**config.mk**
```make
export PLATFORM = sky130hd
export DESIGN_NAME = update_debouncer
export DESIGN_NICKNAME = d
export VERILOG_FILES = /design/src/rtl/update_debouncer.sv
export SDC_FILE = /design/constraint.sdc
export NUM_CORES = 1
export LEC_CHECK = 0
export BUFFER_PORTS_ARGS = -buffer_cell sky130_fd_sc_hd__clkbuf_2
export CAP_MARGIN = 20
export CORE_MARGIN = 10
export CORE_UTILIZATION = 45
export CTS_CLUSTER_DIAMETER = 50
export CTS_CLUSTER_SIZE = 14
export DETAILED_ROUTE_END_ITERATION = 16
export GPL_TIMING_DRIVEN = 0
export PLACE_DENSITY = 0.59
export REMOVE_ABC_BUFFERS = 1
export SYNTH_ARGS = -nofsm -noshare
export SYNTH_HDL_FRONTEND = slang
export SYNTH_SLANG_ARGS = --single-unit
```
**constraint.sdc**
```tcl
create_clock -name clk -period 2.2 [get_ports clk]
set_input_delay 0.33 -clock clk [delete_from_list [all_inputs] [get_ports clk]]
set_output_delay 0.33 -clock clk [all_outputs]
set_load 0.03 [all_outputs]
```
**src/rtl/update_debouncer.sv**
```systemverilog
// Synchronises the update button and frequency-select switches, debounces the button,
// and issues one update pulse per clean press with the switch value stable over the window.
module update_debouncer #(
    parameter int unsigned DEBOUNCE_CYCLES = 2000000,
    parameter int unsigned CNT_W           = 21
) (
    input  logic       clk,
    input  logic       rst,
    input  logic       btn_raw,
    input  logic [2:0] sw_raw,
    output logic       update,
    output logic [2:0] prog_in,
    output logic       btn_level
);

    localparam int unsigned SW_W = 3;
    localparam logic [CNT_W-1:0] CNT_LAST = CNT_W'(DEBOUNCE_CYCLES - 1);

    typedef enum logic [1:0] {
        IDLE,
        PRESS_WAIT,
        PRESSED,
        RELEASE_WAIT
    } state_t;

    logic            btn_meta;
    logic            btn_s;
    logic [SW_W-1:0] sw_meta;
    logic [SW_W-1:0] sw_s;

    state_t          state;
    state_t          state_nx;
    logic [CNT_W-1:0] cnt;
    logic [CNT_W-1:0] cnt_nx;
    logic [SW_W-1:0] sw_hold;
    logic [SW_W-1:0] sw_hold_nx;
    logic            update_nx;
    logic [SW_W-1:0] prog_in_nx;
    logic            btn_level_nx;

    // Two-flop synchronisers for the asynchronous button and switches
    always_ff @(posedge clk or negedge rst) begin
        if (!rst) begin
            btn_meta <= 1'b0;
            btn_s    <= 1'b0;
            sw_meta  <= '0;
            sw_s     <= '0;
        end else begin
            btn_meta <= btn_raw;
            btn_s    <= btn_meta;
            sw_meta  <= sw_raw;
            sw_s     <= sw_meta;
        end
    end

    always_ff @(posedge clk or negedge rst) begin
        if (!rst) begin
            state     <= IDLE;
            cnt       <= '0;
            sw_hold   <= '0;
            update    <= 1'b0;
            prog_in   <= '0;
            btn_level <= 1'b0;
        end else begin
            state     <= state_nx;
            cnt       <= cnt_nx;
            sw_hold   <= sw_hold_nx;
            update    <= update_nx;
            prog_in   <= prog_in_nx;
            btn_level <= btn_level_nx;
        end
    end

    // Debounce FSM; a switch change inside the press window restarts it
    always_comb begin
        state_nx   = state;
        cnt_nx     = cnt;
        sw_hold_nx = sw_hold;
        update_nx  = 1'b0;
        prog_in_nx = prog_in;

        case (state)
            IDLE: begin
                if (btn_s) begin
                    state_nx   = PRESS_WAIT;
                    cnt_nx     = '0;
                    sw_hold_nx = sw_s;
                end
            end
            PRESS_WAIT: begin
                if (!btn_s) begin
                    state_nx = IDLE;
                end else if (sw_s != sw_hold) begin
                    cnt_nx     = '0;
                    sw_hold_nx = sw_s;
                end else if (cnt == CNT_LAST) begin
                    state_nx   = PRESSED;
                    update_nx  = 1'b1;
                    prog_in_nx = sw_hold;
                end else begin
                    cnt_nx = cnt + CNT_W'(1);
                end
            end
            PRESSED: begin
                if (!btn_s) begin
                    state_nx = RELEASE_WAIT;
                    cnt_nx   = '0;
                end
            end
            RELEASE_WAIT: begin
                if (btn_s) begin
                    state_nx = PRESSED;
                end else if (cnt == CNT_LAST) begin
                    state_nx = IDLE;
                end else begin
                    cnt_nx = cnt + CNT_W'(1);
                end
            end
            default: begin
                state_nx = IDLE;
                cnt_nx   = '0;
            end
        endcase

        btn_level_nx = (state_nx == PRESSED) || (state_nx == RELEASE_WAIT);
    end

endmodule

```
==> results.txt, run 1 <==
The run finished with clean final reports. After synthesis, the largest family of logic cells by area is simple AND/OR/NAND/NOR gates. The shortest period the worst path allows is 2000 ps. The worst reg-to-reg path cell count came out at 5. The worst relative slew slack came out at 0.388. After global routing, the most crowded layer is met2. The commonest cells after synthesis are sky130_fd_sc_hd__dfrtp_1 (38), sky130_fd_sc_hd__nor2_1 (18), sky130_fd_sc_hd__xor2_1 (14), sky130_fd_sc_hd__nand2_1 (12), sky130_fd_sc_hd__nand3_1 (10).

sky130_fd_sc_hd__dfrtp_1 takes more of the synthesized area than any other cell. The total power divided by cell area came out at 690 mW/mm². In this run the mean area of a mapped cell was ~12 µm². The number of antenna-violating nets in the routed design is 0. The peak supply drop came out at between 400 and 500 µV.

The most used flip-flop cell after synthesis is sky130_fd_sc_hd__dfrtp_1. Across every metal layer, demand over resource in global routing totals 0.0995. The relative area change from synthesis to final layout is 11.1%.

After clock tree synthesis, the repair step resized 0 gates. The dominant cell by count in the synthesized netlist is sky130_fd_sc_hd__dfrtp_1. The startpoint type of the worst setup path is a flop. The height of the die came out at ~84 µm.

The post-synthesis instance area is 0.00186 mm². The later-pin clock latency in the skew report came out at 290 ps. Among cell families on the critical path, the largest total delay comes from simple AND/OR/NAND/NOR gates. Dividing the detail-routed via count by the number of cells gives ~5.6. The number of antenna diodes came out at 0. Setup violations remaining at the end of the flow were counted as 0. The number of non-filler instances in the completed layout came out at approximately 230. The first-pass GRT wire length came out at approximately 6000 µm.

The area share of the largest cell type after synthesis is 0.512. The number of antenna violations at the first check in global routing is 0. The HPWL after detailed placement is ~2500 µm. The clock transition at the register clock pins on the worst setup and hold paths after CTS came out at approximately 80 ps. Together, buffers and inverters on the worst path number 0. The clock tree root driver cell is sky130_fd_sc_hd__clkbuf_8.

The slack of the worst reg-to-reg path is about 200 ps. The total of flip-flops plus latches after synthesis came out at 38. On the worst path, the slowest cell contributes a delay of about 440 ps. The total global routing overflow is 0. The setup skew after layout is 4.17 ps.

The number of pins with negative max-slew slack in the final report came out at 0. At the pin with the least slew margin, the transition time is about 920 ps. Of the total synthesized cell area, the portion taken by AND, OR, NAND and NOR gates is 0.240. The part of the cycle the worst path needs is 0.907. The cell leakage power is just over 0.9 nW.

Buffers placed on the I/O ports in this run total 10. The remaining routing DRC violations came out at 0. The pin count of the biggest net entering global routing came out at 39. The final layout contains between 150 and 200 nets.

The total area inside the core boundary comes to 0.00400 mm². The number of global-route vias before repair was between 1000 and 1500. The count of routing violations after the opening detailed-route iteration is slightly below 100. After synthesis, the share of flip-flops with an asynchronous set or reset is 1.00. The master of the slowest instance on the critical path is sky130_fd_sc_hd__dfrtp_1.

The worst hold slack is about 140 ps. After technology mapping, the gate count stands at 160. The overall die width came out at 84.2 µm. The count of TritonRoute iterations in the first routing pass came out at 4. Of the total synthesized cell area, the portion taken by full adders, half adders and majority gates is 0.00674. The number of hold violations in the final report was 0. The critical path data required time is 2380 ps. After clock tree synthesis, the setup repair step added 0 buffers. The TritonCTS clock tree is done. Counting every sink on the clock net gives 38.

The synthesized-area fraction occupied by ao, oa, aoi and oai cells is 0.0883. The tool flagged a number of max-cap violations equal to 0. The buffer depth of the longest clock path is 2. The logic depth of the worst path, buffers included is 5. Yosys mapped the design onto 42 distinct sky130hd cell types. Based on the critical path, the design can be clocked at up to between 500 and 600 MHz. The filler cell count is around 360.

The routed length per instance is approximately 15 µm. The yosys synthesis warning count is 0. The TritonCTS buffer count came out at 5.

In the final timing run, aggregate negative setup slack is 0 ps. The number of rows in the core area came out at 23. The most critical setup path has its endpoint at prog_in[1]. The floorplan step defined a die boundary enclosing about 0.007 mm². The worst register-to-register path begins at cnt[12]. The end of the worst register-to-register path is prog_in[1]. After clock tree synthesis, the flow added hold-fix buffers numbering 0. For this block, the routed nets add up to ~3400 µm of wire. Yosys mapped a number of flops with a built-in enable equal to 0. The number of top-level pins came out at 11. Walking the worst path, the cells encountered are nor3_1 > nand4_4 > nor2_2 > and4_1 > mux2_4. The maximum fanout along the worst path came out at 6. The H-tree depth came out at 2. Yosys attributes the largest share of cell area to sky130_fd_sc_hd__dfrtp_1 (51%), sky130_fd_sc_hd__xor2_1 (6.6%), sky130_fd_sc_hd__nor2_1 (3.6%). The initial core utilization came out at 0.464. Across all layers, the routed design uses 1259 vias. For this run, global-route usage on met2 was measured as 0.164. The multiplexer fraction of the synthesized cell area came out at 0.0533.

The data arrival time of the worst path is roughly 2200 ps. Tracing the worst setup path back leads to its startpoint at cnt[12]. The congestion estimate from routability-driven global placement came to around 0.80.

For this run, global-route usage on met3 was measured as 0.0290. The category of the worst setup path capture point is a flop. The final total power is ~1.4 mW. Setup repair after global routing left no endpoint under its margin. The met1 capacity usage during global routing came out at 0.122. The path class of the tightest hold or removal check is in2reg. Of the total synthesized cell area, the portion taken by XOR and XNOR cells is 0.0883. The setup path with the least slack is of type reg2reg.

In the final layout, the share of cells above drive strength 1 is 0.217. Of the synthesized area, sequential elements account for 0.512. After detailed placement, the design holds a cell count of between 200 and 250.
worst min path at each step:
stage	start	to	slack, ps	depth (start not counted)
after global placement	sw_meta[1]	sw_s[1]	330	0
after CTS	sw_raw[2]	sw_meta[2]	130	1
after detailed placement	sw_meta[0]	sw_s[0]	340	0
after global routing	sw_raw[0]	sw_meta[0]	130	1
after floorplan	rst	btn_level	30	0
final	sw_raw[2]	sw_meta[2]	140	1
metrics by stage:
step           worst slack [ps]  area (µm²)   util
2_1_floorplan               367        1840      -
3_5_place_dp                225        1950  0.487
4_1_cts                     199        2060  0.515
5_1_grt                    71.3        2060  0.515
6_report                    205        2060  0.515
3_3_place_gp                253        1950  0.487
cell families after synthesis:
logic type               after synthesis
flip-flops                            38
adder cells (fa/ha/maj)                1
multiplexers                           8
XOR/XNOR                              17
AND/OR/NAND/NOR                       73
AO/OA/AOI/OAI                         20
buffers and inverters                  3
where the power goes:
part | leakage, nW | internal [mW] | switching (mW)
registers | 0.501 | 0.718 | 0.0198
logic | 0.358 | 0.0325 | 0.0627
clock network | 0.0504 | 0.337 | 0.253
total | 0.909 | 1.09 | 0.335
layout by cell type, fill, tap and decap left out, drive strengths merged, types with 2 or more instances in the layout:
cell      count
nor2         20
o211ai        5
nand3        12
nor3          3
or4           4
xor2         15
clkbuf       15
and3          5
clkinvlp      2
nand2        12
o21a          2
mux2i         2
dfrtp        38
and4          2
xnor2         2
o21ai         6
nand4         8
a21oi         2
mux2          6
metal layers:
layer | vias to the layer above | share of wire
li1 | 609 | -
met1 | 629 | 0.48
met2 | 16 | 0.48
met3 | 5 | 0.025
met4 | 0 | 0.014
met5 | - | 0
area by class of cell:
type / count / area, µm² / share of cell area
multi-input combinational: 119 / 885 / 0.429
clock buffer: 5 / 68.8 / 0.0334
tap: 50 / 62.6 / 0.0303
sequential: 38 / 951 / 0.461
timing repair buffer: 10 / 50.0 / 0.0243
clock inverter: 3 / 45.0 / 0.0218
sequential cells by signal, summed over array words and instances, names as in the netlist, 3 cells and up:
signal   count
cnt         21
prog_in      3
sw_hold      3
sw_meta      3
sw_s         3
worst reg2reg max path, stage by stage, from the launching register on:
cell                      delay [ps]
sky130_fd_sc_hd__dfrtp_1         440
sky130_fd_sc_hd__nor3_1          390
sky130_fd_sc_hd__nand4_4         210
sky130_fd_sc_hd__nor2_2          180
sky130_fd_sc_hd__and4_1          340
sky130_fd_sc_hd__mux2_4          320
(Power assumes the default switching activity.)
==> run 2, diff against run 1 <==
--- a/config.mk
+++ b/config.mk
@@ -13,7 +13,7 @@
 export CTS_CLUSTER_SIZE = 14
 export DETAILED_ROUTE_END_ITERATION = 16
 export GPL_TIMING_DRIVEN = 0
-export PLACE_DENSITY = 0.59
+export PLACE_DENSITY_LB_ADDON = 0.1
 export REMOVE_ABC_BUFFERS = 1
 export SYNTH_ARGS = -nofsm -noshare
 export SYNTH_HDL_FRONTEND = slang
==> run 2 against run 1 <==
Net effect: wire length is 2.1% lower; critical path depth stayed put; power is 6.8% lower; setup slack better by 19 ps; final cell count stayed put; largest power group unchanged; utilization is 0.47 points lower.
==> results.txt, run 2 (synthesis results as in run 1) <==
The flow ran to the end, and the final reports show no timing, DRC or antenna violations. The total global-route track usage came out at 0.102 (+0.00232). The share of cells above drive strength 1 is 0.217 (unchanged). The maximum clock frequency is 506 MHz (+0.94%). The HPWL after detailed placement came out at 2400 µm (-3.4%). In this run the critical register-to-register path is launched from cnt[8]. The setup skew after layout came to 6.63 ps (+2.46 ps).

The data arrival time of the worst path came out at 2150 ps (-20 ps). The count of TritonRoute iterations in the first routing pass is 4 (unchanged). The worst hold slack is 146 ps (+3.49 ps). The worst relative slew slack came out at 0.386 (-0.00142). The initial core utilization is 0.464 (unchanged). The total of cells resized after clock tree synthesis came out at 0 (unchanged). The first-pass GRT wire length is 6000 µm (-0.33%). The overall die width is 84.2 µm (unchanged). The number of antenna violations at the first check in global routing came to 0 (unchanged). The number of pins with negative max-slew slack in the final report is 0 (unchanged). The total area of sequential cells came out at 951 µm² (unchanged). The end of the worst register-to-register path is prog_in[2]. The clock transition at the register clock pins on the worst setup and hold paths after CTS came out at 70 ps (about the same).

The register ranked first by flip-flop count is cnt. The slack of the worst reg-to-reg path is 220 ps (+20 ps). The TritonCTS buffer count is 5 (unchanged). The peak supply drop is 440 µV (-7.6%).

The post-detailed-routing wire length is 3370 µm (-2.1%). STA classifies the critical path startpoint as a flop. The count of buffers inserted at the top-level ports is 10 (unchanged).

The final worst-path setup slack is 223 ps (+18.6 ps). The later-pin clock latency in the skew report is 290 ps (about the same). The number of antenna-violating nets in the routed design came to 0 (unchanged). The number of top-level pins came to 11 (unchanged). The filler cell count came out at 363 (+2.0%). The worst-case setup slack after placement is 233 ps (+7.98 ps).

Relative to the synthesized area, the layout overhead comes to 10.1%. The worst reg-to-reg path cell count is 5 (unchanged). The critical path is of the reg2reg type. The count of routing violations after the opening detailed-route iteration came to 71 (-27%). The part of the cycle the worst path needs came to 0.898 (-0.00843). The routed length per instance is 15.0 µm (-2.1%). The core area is 0.00400 mm² (unchanged). The maximum fanout along the worst path is 6 (unchanged).

The number of hold buffers added after CTS was 0 (unchanged). The clock tree root driver cell is sky130_fd_sc_hd__clkbuf_8. Setup repair after global routing left no endpoint under its margin.

The final-layout setup total negative slack is 0 ps (unchanged). The critical path data required time is 2370 ps (about the same). The number of antenna diodes came out at 0 (unchanged). The type of the most critical hold path is in2reg.

The area of the multi-input gates is 885 µm² (unchanged). The vias per cell came out at 5.56 (-0.56%). The remaining routing DRC violations is 0 (unchanged).

The buffer depth of the longest clock path came out at 2 (unchanged). The total global routing overflow is 0 (unchanged). The design area is 0.00204 mm² (-0.91%). STA classifies the critical path endpoint as a flop. The setup fix buffers added after clock tree synthesis came to 0 (unchanged).

The full die area came to 0.00709 mm² (unchanged). The number of flip-flops under the largest register name is 21 (unchanged). The final net count came to 181 (unchanged). The pin count of the biggest net entering global routing is 39 (unchanged). The routed via count came out at 1252 (-0.56%). In the layout the commonest cells are sky130_fd_sc_hd__dfrtp_1 (38), sky130_fd_sc_hd__nor2_1 (18), sky130_fd_sc_hd__xor2_1 (14), sky130_fd_sc_hd__nand2_1 (12). The number of cells traversed by the worst hold path was 1 (unchanged).

The height of the die came out at 84.2 µm (unchanged). The path with the worst hold slack has its endpoint at sw_meta[2]. The number of rows in the core area came out at 23 (unchanged). The transition time of the tightest slew-check pin came out at 921 ps (+2.13 ps). The library cell used most frequently in the layout, excluding fill and tap cells, is sky130_fd_sc_hd__dfrtp_1. The total power divided by cell area is 649 mW/mm² (-6.0%). The placer congestion estimate came out at 0.798 (-0.44%).

The number of global-route vias before repair is 1261 (-3.9%). The cell leakage power is 0.906 nW (-0.35%). The number of sinks handled by clock tree synthesis came to 38 (unchanged). The number of setup violations in the final report came out at 0 (unchanged). The most critical setup path has its startpoint at cnt[8].

The H-tree depth was 2 (unchanged). The instance area after placement is 0.00195 mm² (unchanged). The shortest period the worst path allows is 1980 ps (-18.6 ps). The final total power was 1.33 mW (-6.8%).

The startpoint identified for the worst hold timing path is sw_raw[2]. The TritonCTS clock tree is done. The max-capacitance violation count is 0 (unchanged). The number of hold violations in the final report is 0 (unchanged).
run 2: cell count changes in the layout (fill, tap and decap cells not counted), sizes merged:
cell,delta
clkbuf,+1
clkinvlp,-1
clkinv,+1
bufinv,-1
run 2: worst max path at each step:
stage | endpoint
global route | prog_in[2]
finish | prog_in[2]
detailed placement | prog_in[2]
floorplan | cnt[3]
CTS | prog_in[2]
global placement | prog_in[0]
run 2: power by group:
part	total (mW)	leakage [nW]	internal, mW	switching, mW
clock network	0.494	0.0472	0.252	0.242
logic	0.0945	0.358	0.0325	0.0619
registers	0.737	0.501	0.718	0.0190
total	1.33	0.906	1.00	0.323
run 2: final cells by class:
cell class              count  area share
clock buffers               6      0.0404
clock inverters             2     0.00612
multi-input cells         119       0.433
flip-flops and latches     38       0.465
well taps                  50      0.0306
repair buffers             10      0.0245
run 2: per-layer routing:
layer | global-route usage | up-vias | wire length [µm]
met5 | 0 | - | 0
met4 | 0.0411 | 0 | 49
met3 | 0.0319 | 4 | 158
met2 | 0.151 | 30 | 1550
met1 | 0.134 | 613 | 1610
li1 | - | 605 | -
run 2: per-stage QoR:
step	instances	util
6_report	225	0.511
5_1_grt	225	0.511
4_1_cts	225	0.511
3_5_place_dp	217	0.487
3_3_place_gp	217	0.487
2_1_floorplan	157	-
run 2: worst max-delay path: stages, from the launching register on:
cell and delay (ps):
sky130_fd_sc_hd__dfrtp_1 450, sky130_fd_sc_hd__nor4b_4 350, sky130_fd_sc_hd__nand4_4 190, sky130_fd_sc_hd__nor2_2 180, sky130_fd_sc_hd__and4_1 350, sky130_fd_sc_hd__mux2_4 330
==> run 3, diff against run 2 <==
--- a/config.mk
+++ b/config.mk
@@ -5,6 +5,7 @@
 export SDC_FILE = /design/constraint.sdc
 export NUM_CORES = 1
 export LEC_CHECK = 0
+export ABC_AREA = 1
 export BUFFER_PORTS_ARGS = -buffer_cell sky130_fd_sc_hd__clkbuf_2
 export CAP_MARGIN = 20
 export CORE_MARGIN = 10
==> constraint.sdc (replaced) <==
create_clock -name clk -period 2.1 [get_ports clk]
set_input_delay 0.315 -clock clk [delete_from_list [all_inputs] [get_ports clk]]
set_output_delay 0.315 -clock clk [all_outputs]
set_load 0.03 [all_outputs]
==> run 3 against run 2 <==
Net effect: sequential share of layout area shrank 6.3 points; combinational power grew 17%; clock power grew 53%; hold slack lost 27 ps; via count grew 34%; utilization shrank 0.73 points; synthesized cell count grew 76%; setup slack lost 5.7 ps; global-route usage grew 1.9 points; maximum frequency grew 5.0%; sequential cell count is the same; design area grew 16%; highest routed layer unchanged.
==> results.txt, run 3 <==
The worst reg-to-reg path cell count is 10 (+5). The most used flip-flop cell after synthesis is sky130_fd_sc_hd__dfrtp_1. The full die area is 0.00796 mm² (+12%).

The startpoint identified for the worst register-to-register timing path is cnt[0]. The pin count of the biggest net entering global routing came to 39 (unchanged). The max-capacitance violation count is 0 (unchanged).

CTS placed an instance of sky130_fd_sc_hd__clkbuf_8 at the clock tree root. The count of routing violations after the opening detailed-route iteration is 60 (-15%). The buffer depth of the longest clock path was 2 (unchanged). The H-tree depth is 2 (unchanged).

On the critical path the largest part of the delay comes from simple AND/OR/NAND/NOR gates. The number of pins with negative max-slew slack in the final report is 0 (unchanged). The count of TritonRoute iterations in the first routing pass came out at 4 (unchanged). The fraction of synthesis flops using an asynchronous set or reset pin was 1.00 (unchanged).

The path type of the worst setup path is reg2reg. The xor and xnor fraction of the mapped netlist area was 0.0162 (-0.0721). The maximum clock frequency came out at 531 MHz (+5.0%).

Counting flops per register, the top entry is cnt. The highest cell delay on the worst timing path came to 400 ps (-50 ps). The number of antenna violations at the first check in global routing is 0 (unchanged). After synthesis, the most frequently instantiated cells are sky130_fd_sc_hd__nand2_1 (74), sky130_fd_sc_hd__nor2_1 (40), sky130_fd_sc_hd__dfrtp_1 (38), sky130_fd_sc_hd__inv_1 (37), sky130_fd_sc_hd__nand3_1 (20). The shortest period the worst path allows was 1880 ps (-94.3 ps).

The largest total area in the synthesized netlist belongs to sky130_fd_sc_hd__dfrtp_1. Setup repair after global routing left no endpoint under its margin. The critical path starts at cnt[0]. The TritonCTS buffer count came out at 5 (unchanged).

The remaining routing DRC violations is 0 (unchanged). The library cells used most frequently in the layout, excluding fill and tap cells, are sky130_fd_sc_hd__nand2_1 (74), sky130_fd_sc_hd__nor2_1 (40), sky130_fd_sc_hd__dfrtp_1 (38), sky130_fd_sc_hd__inv_1 (37), sky130_fd_sc_hd__nand3_1 (20). The final core utilization came to 0.503 (-0.00732). The total global-route track usage came to 0.121 (+0.0188). The number of setup violations in the final report is 0 (unchanged). The total power divided by cell area came to 694 mW/mm² (+7.0%). The core area is 0.00469 mm² (+17%). The yosys synthesis warning count came out at 0 (unchanged). The worst setup path is launched from a flop.

The logic depth of the worst path, buffers included came out at 10 (+5). The overall die width is 89.2 µm (+6.0%). The number of hold buffers added after CTS is 0 (unchanged). The part of the cycle the worst path needs is 0.896 (-0.00212). The synthesized-area fraction occupied by ao, oa, aoi and oai cells is 0.0853 (-0.00307). The data arrival time of the worst path came out at 2070 ps (-80 ps). The routed length per instance came out at 12.0 µm (-20%). The final-layout setup total negative slack is 0 ps (unchanged). Traced cell by cell, the critical path runs through ha_1 > nand2_2 > inv_2 > nand2_2 > nor2_2 > nand3_4 > nand2_4 > inv_1 > o21ai_0 > nor2_1. The cell leakage power came to 1.08 nW (+19%). The HPWL after detailed placement came to 3040 µm (+27%). The library cell used most frequently in the layout, excluding fill and tap cells, is sky130_fd_sc_hd__nand2_1. The slack of the worst reg-to-reg path came out at 220 ps (about the same).

The post-synthesis instance area is 0.00216 mm² (+16%). The peak supply drop is 387 µV (-12%). The critical path data required time came out at 2290 ps (-80 ps). Sorting the synthesized cells by area gives the leading types as sky130_fd_sc_hd__dfrtp_1 (44%), sky130_fd_sc_hd__nand2_1 (13%), sky130_fd_sc_hd__nor2_1 (7.0%). The number of rows in the core area came out at 25 (+8.7%). The count of buffers inserted at the top-level ports is 10 (unchanged).

The mean cell area of the mapped netlist came out at 7.68 µm² (-34%). The number of global-route vias before repair came to 1566 (+24%). The buffering stage count on the worst path with inverters included is 2 (+2). The number of flip-flops under the largest register name came out at 21 (unchanged). Compared with the post-synthesis result, the final layout area differs by 9.51%. The clock transition at the register clock pins on the worst setup and hold paths after CTS came to 80 ps (about the same). The tightest min-delay check is of the in2reg type.

The number of antenna diodes came to 0 (unchanged). The number of sinks handled by clock tree synthesis came out at 38 (unchanged). The number of enable flip-flop cells after synthesis was 0 (unchanged). The endpoint identified for the worst register-to-register timing path is cnt[0].

The post-detailed-routing wire length came out at 4180 µm (+24%). The first-pass GRT wire length was 7460 µm (+24%). The master of the slowest instance on the critical path is sky130_fd_sc_hd__dfrtp_1.

The total global routing overflow came out at 0 (unchanged). The routed via count is 1672 (+34%). The number of instances in the synthesized netlist came to 281 (+76%). The category of the worst setup path capture point is a flop.

The worst relative slew slack is 0.374 (-0.0119). The number of antenna-violating nets in the routed design came out at 0 (unchanged). The area share of the largest cell type after synthesis was 0.441 (-0.0716). The post-synthesis adder-cell area fraction came out at 0.00580 (-0.000943). The later-pin clock latency in the skew report came out at 290 ps (about the same).

The maximum fanout along the worst path came out at 14 (+8). The total of cells resized after clock tree synthesis is 0 (unchanged). Among the stages of the critical path, the cell type that occurs most often is sky130_fd_sc_hd__nand2_2. The height of the die is 89.2 µm (+6.0%). The fraction of the mapped netlist area in simple logic gates is 0.356 (+0.116).

The end point of the critical path is cnt[0]. The total of flip-flops plus latches after synthesis came out at 38 (unchanged). The final net count was 301 (+66%). The share of cells above drive strength 1 is 0.176 (-0.0409). The number of hold violations in the final report is 0 (unchanged). The dominant cell by count in the synthesized netlist is sky130_fd_sc_hd__nand2_1. The setup skew after layout was 10.6 ps (+3.93 ps). The vias per cell was 4.79 (-14%).

TritonCTS built the clock tree. The register area share after synthesis is 0.441 (-0.0716). The number of distinct standard cells referenced by the synthesized netlist is 29 (-31%).

The initial core utilization was 0.460 (-0.00414). The transition time of the tightest slew-check pin is 939 ps (+17.8 ps). By area, the combinational part of the netlist is dominated by simple AND/OR/NAND/NOR gates. The placer congestion estimate is 0.796 (-0.28%). The flow ran to the end, and the final reports show no timing, DRC or antenna violations. The number of top-level pins was 11 (unchanged). The setup fix buffers added after clock tree synthesis was 0 (unchanged). The multiplexer fraction of the synthesized cell area is 0 (-0.0533).
run 3: layout make-up:
cell class | instances | area, µm²
Fill cell | 466 | 2330
Sequential cell | 38 | 951
Clock inverter | 3 | 68.8
Multi-Input combinational cell | 197 | 998
Timing Repair Buffer | 10 | 50.0
Tap cell | 54 | 67.6
Clock buffer | 5 | 68.8
Inverter | 42 | 158
run 3: worst min path at each step:
stage	from	end	cells after the start
finish	sw_raw[0]	sw_meta[0]	1
global route	sw_raw[1]	sw_meta[1]	1
CTS	sw_raw[2]	sw_meta[2]	1
detailed placement	sw_meta[0]	sw_s[0]	0
global placement	sw_meta[1]	sw_s[1]	0
floorplan	rst	btn_level	0
run 3: through the flow:
| stage | setup WS, ps | hold slack (ps) | cells | total power, mW | instance area, µm² |
|---|---|---|---|---|---|
| floorplan | 502 | 19.4 | 277 | 0.860 | 2110 |
| global placement | 247 | 331 | 341 | 0.901 | 2220 |
| detailed placement | 225 | 335 | 341 | 0.902 | 2220 |
| CTS | 211 | 112 | 349 | 1.66 | 2360 |
| global route | 22.8 | 110 | 349 | 1.71 | 2360 |
| finish | 218 | 118 | 349 | 1.64 | 2360 |
run 3: routing by layer:
layer,up-vias,wire (µm),global-route usage,share of wire
met3,2,114,0.0392,0.027
li1,903,-,-,-
met5,-,0,0,0
met2,16,1730,0.174,0.41
met1,751,2300,0.168,0.55
met4,0,30,0.0303,0.0072
run 3: logic make-up after synthesis:
family	Yosys count
AOI/OAI and AO/OA	27
xor gates and xnor gates	4
adders and majority gates	1
buffers and inverters	46
DFF	38
and+or+nand+nor	165
run 3: worst register-to-register path: stages (launching register included):
cell                      delay (ps)
sky130_fd_sc_hd__dfrtp_1         400
sky130_fd_sc_hd__ha_1            200
sky130_fd_sc_hd__nand2_2         100
sky130_fd_sc_hd__inv_2            60
sky130_fd_sc_hd__nand2_2          50
sky130_fd_sc_hd__nor2_2          150
sky130_fd_sc_hd__nand3_4         220
sky130_fd_sc_hd__nand2_4         250
sky130_fd_sc_hd__inv_1           130
sky130_fd_sc_hd__o21ai_0         160
sky130_fd_sc_hd__nor2_1           50
run 3: where the power goes:
| part | total (mW) | internal (mW) | switching [mW] | leakage (nW) |
|---|---|---|---|---|
| logic | 0.111 | 0.0327 | 0.0778 | 0.509 |
| clock network | 0.755 | 0.476 | 0.278 | 0.0683 |
| registers | 0.774 | 0.755 | 0.0195 | 0.503 |
